==> config.mk <==
export PLATFORM = sky130hd
export DESIGN_NAME = toggle_activity_monitor
export DESIGN_NICKNAME = d
export VERILOG_FILES = /design/src/rtl/toggle_activity_monitor.sv
export SDC_FILE = /design/constraint.sdc
export NUM_CORES = 1
export LEC_CHECK = 0
export ABC_AREA = 0
export BUFFER_PORTS_ARGS = -buffer_cell sky130_fd_sc_hd__buf_2
export CORE_AREA = 4 4 133 135
export DETAILED_ROUTE_END_ITERATION = 12
export DIE_AREA = 0 0 137 139
export HOLD_SLACK_MARGIN = 0.02
export PLACE_DENSITY = 0.82
export SLEW_MARGIN = 20
export SYNTH_ARGS = -nofsm -noshare
export SYNTH_HDL_FRONTEND = slang
export SYNTH_SLANG_ARGS = --single-unit
==> constraint.sdc <==
create_clock -name clk -period 13.2 [get_ports clk]
set_input_delay 1.98 -clock clk [delete_from_list [all_inputs] [get_ports clk]]
set_output_delay 1.98 -clock clk [all_outputs]
set_load 0.03 [all_outputs]
==> src/rtl/toggle_activity_monitor.sv <==
// toggle_activity_monitor
// Counts edge-sampled transitions on each monitored net over a window of
// WIN_LEN compared sample pairs. It then streams one (index, count) beat per
// net over a valid/ready handshake, together with the window total.
// Build option: define TOGGLE_MON_SAT_EN to make the per-net counters and the
// total saturate at all-ones. When it is not defined, they wrap.
module toggle_activity_monitor #(
  parameter int N_NETS  = 8,
  parameter int CNT_W   = 16,
  parameter int WIN_LEN = 256
) (
  input  logic                              clk,
  input  logic                              rst,
  input  logic [N_NETS-1:0]                 nets_in,
  input  logic                              start,
  output logic                              busy,
  output logic                              res_valid,
  input  logic                              res_ready,
  output logic [$clog2(N_NETS)-1:0]         res_idx,
  output logic [CNT_W-1:0]                  res_count,
  output logic                              res_last,
  output logic [CNT_W+$clog2(N_NETS)-1:0]   total_count
);

  localparam int IDX_W = $clog2(N_NETS);
  localparam int TOT_W = CNT_W + IDX_W;
  localparam int WIN_W = $clog2(WIN_LEN + 1);
  localparam int POP_W = $clog2(N_NETS + 1);
  localparam logic [IDX_W-1:0] IDX_LAST = IDX_W'(N_NETS - 1);
  localparam logic [WIN_W-1:0] WIN_LAST = WIN_W'(WIN_LEN);

  typedef enum logic [1:0] {IDLE, RUN, DRAIN} state_t;

  state_t             state_reg, state_next;
  logic               start_q_reg;
  logic [WIN_W-1:0]   win_cnt_reg;
  logic [N_NETS-1:0]  prev_reg;
  logic [N_NETS-1:0]  tog;
  logic [CNT_W-1:0]   cnt_q [N_NETS];
  logic [CNT_W-1:0]   cnt_d [N_NETS];
  logic [TOT_W-1:0]   total_reg, total_d;
  logic [TOT_W:0]     total_sum;
  logic [POP_W-1:0]   pop;
  logic [IDX_W-1:0]   idx_reg, idx_next;
  logic [CNT_W-1:0]   count_reg;
  logic               busy_reg, valid_reg, last_reg;
  logic               clear, counting, beat_done;

  // The first RUN cycle only loads the baseline. Every later RUN cycle is a compare.
  assign clear     = (state_reg == IDLE) && start_q_reg;
  assign counting  = (state_reg == RUN) && (win_cnt_reg != '0);
  assign beat_done = valid_reg && res_ready;
  assign tog       = nets_in ^ prev_reg;

  // Register the start request. Only an IDLE sample is taken, so a start seen
  // on the final handshake edge of DRAIN is dropped.
  always_ff @(posedge clk or posedge rst) begin
    if (rst) start_q_reg <= 1'b0;
    else     start_q_reg <= (state_reg == IDLE) && !start_q_reg && start;
  end

  // FSM state register
  always_ff @(posedge clk or posedge rst) begin
    if (rst) state_reg <= IDLE;
    else     state_reg <= state_next;
  end

  // FSM next-state and next beat index
  always_comb begin
    state_next = state_reg;
    idx_next   = idx_reg;
    case (state_reg)
      IDLE:    if (start_q_reg) state_next = RUN;
      RUN:     if (win_cnt_reg == WIN_LAST) state_next = DRAIN;
      DRAIN:   if (beat_done && (idx_reg == IDX_LAST)) state_next = IDLE;
      default: state_next = IDLE;
    endcase
    if (state_next != DRAIN)
      idx_next = '0;
    else if ((state_reg == DRAIN) && beat_done)
      idx_next = idx_reg + 1'b1;
  end

  // Window position: counts the baseline cycle plus WIN_LEN compares.
  // It also keeps the last sample for edge detection.
  always_ff @(posedge clk or posedge rst) begin
    if (rst) begin
      win_cnt_reg <= '0;
      prev_reg    <= '0;
    end else begin
      if (clear)
        win_cnt_reg <= '0;
      else if ((state_reg == RUN) && (state_next == RUN))
        win_cnt_reg <= win_cnt_reg + 1'b1;
      if (state_reg == RUN)
        prev_reg <= nets_in;
    end
  end

  // One toggle counter per net
  generate
    for (genvar gi = 0; gi < N_NETS; gi++) begin : g_net
      logic [CNT_W-1:0] cnt_reg;
      logic [CNT_W-1:0] inc;
`ifdef TOGGLE_MON_SAT_EN
      assign inc = (cnt_reg == '1) ? cnt_reg : cnt_reg + 1'b1;
`else
      assign inc = cnt_reg + 1'b1;
`endif
      assign cnt_d[gi] = clear ? '0 : ((counting && tog[gi]) ? inc : cnt_reg);
      assign cnt_q[gi] = cnt_reg;

      // Per-net counter register
      always_ff @(posedge clk or posedge rst) begin
        if (rst) cnt_reg <= '0;
        else     cnt_reg <= cnt_d[gi];
      end
    end
  endgenerate

  // Window total: add the number of nets that toggled this cycle
  always_comb begin
    pop = '0;
    for (int i = 0; i < N_NETS; i++)
      pop = pop + POP_W'(tog[i]);
    total_sum = {1'b0, total_reg} + (TOT_W + 1)'(pop);
    total_d   = total_reg;
    if (clear)
      total_d = '0;
    else if (counting) begin
`ifdef TOGGLE_MON_SAT_EN
      total_d = total_sum[TOT_W] ? '1 : total_sum[TOT_W-1:0];
`else
      total_d = total_sum[TOT_W-1:0];
`endif
    end
  end

  // Total register. It holds its value from DRAIN until the next start is accepted.
  always_ff @(posedge clk or posedge rst) begin
    if (rst) total_reg <= '0;
    else     total_reg <= total_d;
  end

  // Registered result-stream outputs. They are computed from next-state values,
  // so they are valid in the first DRAIN cycle.
  always_ff @(posedge clk or posedge rst) begin
    if (rst) begin
      busy_reg  <= 1'b0;
      valid_reg <= 1'b0;
      idx_reg   <= '0;
      count_reg <= '0;
      last_reg  <= 1'b0;
    end else begin
      busy_reg  <= (state_next != IDLE);
      valid_reg <= (state_next == DRAIN);
      idx_reg   <= idx_next;
      count_reg <= (state_next == DRAIN) ? cnt_d[idx_next] : '0;
      last_reg  <= (state_next == DRAIN) && (idx_next == IDX_LAST);
    end
  end

  assign busy        = busy_reg;
  assign res_valid   = valid_reg;
  assign res_idx     = idx_reg;
  assign res_count   = count_reg;
  assign res_last    = last_reg;
  assign total_count = total_reg;

endmodule

==> key figures <==
Status
  – Status: finished clean

Synthesis
  – Syn_area_per_cell: about 9.4 um^2
  – Yosys warnings: 0
  – Post-synthesis mux area share: 0.0214
  – Post-synthesis register bit count: between 150 and 200
  – Simple-gate portion of the synthesized area: 0.236
  – EDFF count, synth: 0
  – Share of the synthesized area in the top cell type: 0.449
  – Top cell types by occurrence after synthesis: dfrtp_1, nor2_1, nand2_1, xnor2_1, nand3_1
  – Synth Area in Compound Gates: 0.140
  – Post-Synth XOR/XNOR Area: 0.0856
  – Syn nets: between 1k and 1.5k
  – Most frequent cell after synthesis: dfrtp_1
  – Post-Syn Area: approximately 11000 um^2
  – Most common flop cell mapped by yosys: dfrtp_1
  – Sequential area share after synthesis: 0.449
  – Area leader, netlist: dfrtp_1
  – Post-Synth Adder-Cell Area: 0.0309
  – Library cells used by synthesis: a little under 80
  – Synth top area cells: dfrtp_1, xnor2_1, nor2_1
  – Cell count after synthesis: roughly 1.1k
  – Largest family of logic cells by synthesized area: simple AND/OR/NAND/NOR gates
  – Fraction of registers with async set/reset: 1.00

Floorplanning
  – Die W: between 100 and 150 um
  – Rows: 47
  – Die footprint: roughly 19000 um^2
  – IO Pins: 53
  – Die Y: 139 um
  – Initial Util: 0.640
  – Core box area: roughly 16000 um^2

Layout
  – Final std cells w/o fill: about 1.4k
  – Area of the multi-input gates: 5430 um^2
  – Fin nets: about 1.2k
  – Layout area overhead: 9.43%
  – Core Util, Final: 0.700
  – Ant. Diodes: 0
  – Layout fillers: ~1.3k
  – Share of post-route cells with drive strength above 1: 0.104
  – Register Area: 4730 um^2
  – Max reg flops: around 130

Global route
  – Pin count of the biggest net entering global routing: about 130
  – GRT Util Overall: 0.314
  – Number of global-route vias before repair: between 8k and 9k
  – Initial antenna violation count: 0
  – Overflow after GRT: 0
  – First-pass GRT wire length: 47000 um

Clock tree
  – CTS tree: yes
  – Post-CTS setup buffer count: 0
  – Root Driver: clkbuf_16
  – Max Buffers Root-to-Sink: 2
  – Clk slew on worst S/H paths: 70 ps
  – CTS Buf Count: 17
  – # hold bufs at CTS: 0
  – H-tree levels: 4
  – Post-CTS sizing: 0
  – Clk sinks: 189
  – Worst-Skew Late Latency: 450 ps

Power
  – Leak pwr: around 0.0051 uW
  – PnR Total Power: 2220 uW
  – Logic pwr share: 0.402
  – Sw Ratio: 0.420
  – Internal: roughly 1300 uW
  – Worst VDD drop: ~330 uV
  – Clock share of power: 0.235
  – Sw Pwr: 933 uW
  – Flop pwr share: 0.363
  – Power per cell area: ~190 nW/um^2

STA
  – Setup TNS Final: 0 ps
  – Max Freq: 173 MHz
  – Final worst-path setup slack: about 7400 ps
  – Final setup vio count: 0
  – Tmin final: 5790 ps
  – Final Hold Fails: 0
  – Slew Limit Fails: 0
  – Worst Skew: 8.00 ps
  – Tcrit/Tclk final: 0.439
  – Slew @ Worst Pin: about 1100 ps
  – RSZ-0062 raised after global routing: false
  – Max_slew headroom: 0.284

Detailed routing
  – Antenna viol nets, final: 0
  – Avg WL per Cell: about 21 um
  – Initial drt markers: roughly 1.1k
  – # DRC: 0
  – Vias after detailed routing: roughly 9k
  – Via-per-instance ratio: approximately 6.6
  – TritonRoute pass-1 iters: 6
  – Routed WL: 28900 um

Setup path
  – CP Cell Sequence: buf_2 > xor2_1 > inv_1 > fa_1 > inv_1 > fa_1 > inv_1 > fa_1 > inv_1 > fa_1 > fa_1 > a21o_1 > a21oi_1 > nor3_1 > and4_1 > xnor2_1 > nor2_1
  – CP Max Fanout: 4
  – Cell mode on critical path: fa_1
  – Worst path top cell family by delay: adder cells
  – Critical path class: in2reg
  – CP required: about 14000 ps
  – Crit end category: register
  – Worst path bufs/invs: 5
  – Data arrival, critical path: ~6100 ps
  – Critical Path Slowest Stage Cell: fa_1
  – Startpoint types: primary input
  – Slowest stage delay, CP: 520 ps

Placed design
  – Post-detail-place hpwl: approximately 20000 um
  – Placed Cells: around 1.4k
  – RD Place Congestion: about 0.94
  – Place WS: 6990 ps
  – Port Buf Inserts: 52

Min path
  – HP Class: reg2reg

Job
  – Max-cap violations: 0
==> cells by family after synthesis <==
| logic type | after synthesis |
|---|---|
| fa+ha+maj | 23 |
| flops | 189 |
| compound gates | 201 |
| buf+inv | 98 |
| simple gates | 490 |
| mux | 22 |
| xor+xnor | 103 |
==> routing by layer <==
layer | global-route usage | vias up | wire, um
met5 | 0 | - | 0
met4 | 0.140 | 0 | 1150
met3 | 0.0657 | 96 | 2350
met2 | 0.480 | 434 | 13500
met1 | 0.431 | 4467 | 11900
li1 | - | 4161 | -
==> cells in the final DEF (no fill, tap or decap), types with 16 or more instances in the layout <==
cell type	netlist	routed
o221ai_1	20	20
ha_1	18	18
nor2_1	125	125
nand2_1	111	111
a21oi_1	40	40
clkbuf_16	0	17
buf_2	14	52
inv_1	40	39
o21ai_0	23	23
xor2_1	40	40
a211oi_1	16	16
o31ai_1	18	18
and4_1	16	16
mux2i_1	18	18
nor4_1	21	21
nor3_1	38	38
dfrtp_1	189	189
xnor2_1	63	63
or4_1	18	18
nand4_1	40	40
nand3_1	53	53
and3_1	20	20
==> area by class of cell <==
type / count / share of cell area
multi-input cells: 839 / 0.471
clock inverters: 14 / 0.0125
flip-flops and latches: 189 / 0.410
inverters: 43 / 0.0148
clock buffers: 18 / 0.0381
repair buffers: 63 / 0.0297
well taps: 220 / 0.0239
==> power by group through the flow <==
stage | registers (uW) | logic [uW] | clock network [uW]
2_1_floorplan | 799 | 653 | 0
3_3_place_gp | 805 | 830 | 0
3_5_place_dp | 810 | 870 | 0
4_1_cts | 801 | 885 | 523
5_1_grt | 819 | 1000 | 548
6_report | 806 | 893 | 521
==> final timing paths <==
| path | slack, ps | from | depth (start not counted) | endpoint |
|---|---|---|---|---|
| hold / removal | 460 | start_q_reg$_DFF_PP0_ | 1 | start_q_reg$_DFF_PP0_ |
| hold reg to reg | 460 | start_q_reg$_DFF_PP0_ | 1 | start_q_reg$_DFF_PP0_ |
| setup / recovery | 7410 | nets_in[2] | 17 | total_count[18]$_DFFE_PP0P_ |
| setup reg to reg | 8630 | prev_reg[2]$_DFFE_PP0P_ | 16 | total_count[18]$_DFFE_PP0P_ |
| max in group asynchronous | 10140 | rst | 3 | g_net[2].cnt_reg[14]$_DFF_PP0_ |
| min in group asynchronous | 1680 | rst | 2 | g_net[2].cnt_reg[12]$_DFF_PP0_ |
==> metrics by stage <==
step | instance area [um^2] | hold slack, ps
floorplan | 10500 | 415
global placement | 10900 | 435
detailed placement | 10900 | 452
CTS | 11500 | 461
global route | 11500 | 474
finish | 11500 | 464
Note: power is estimated with default switching activity, not from simulation.
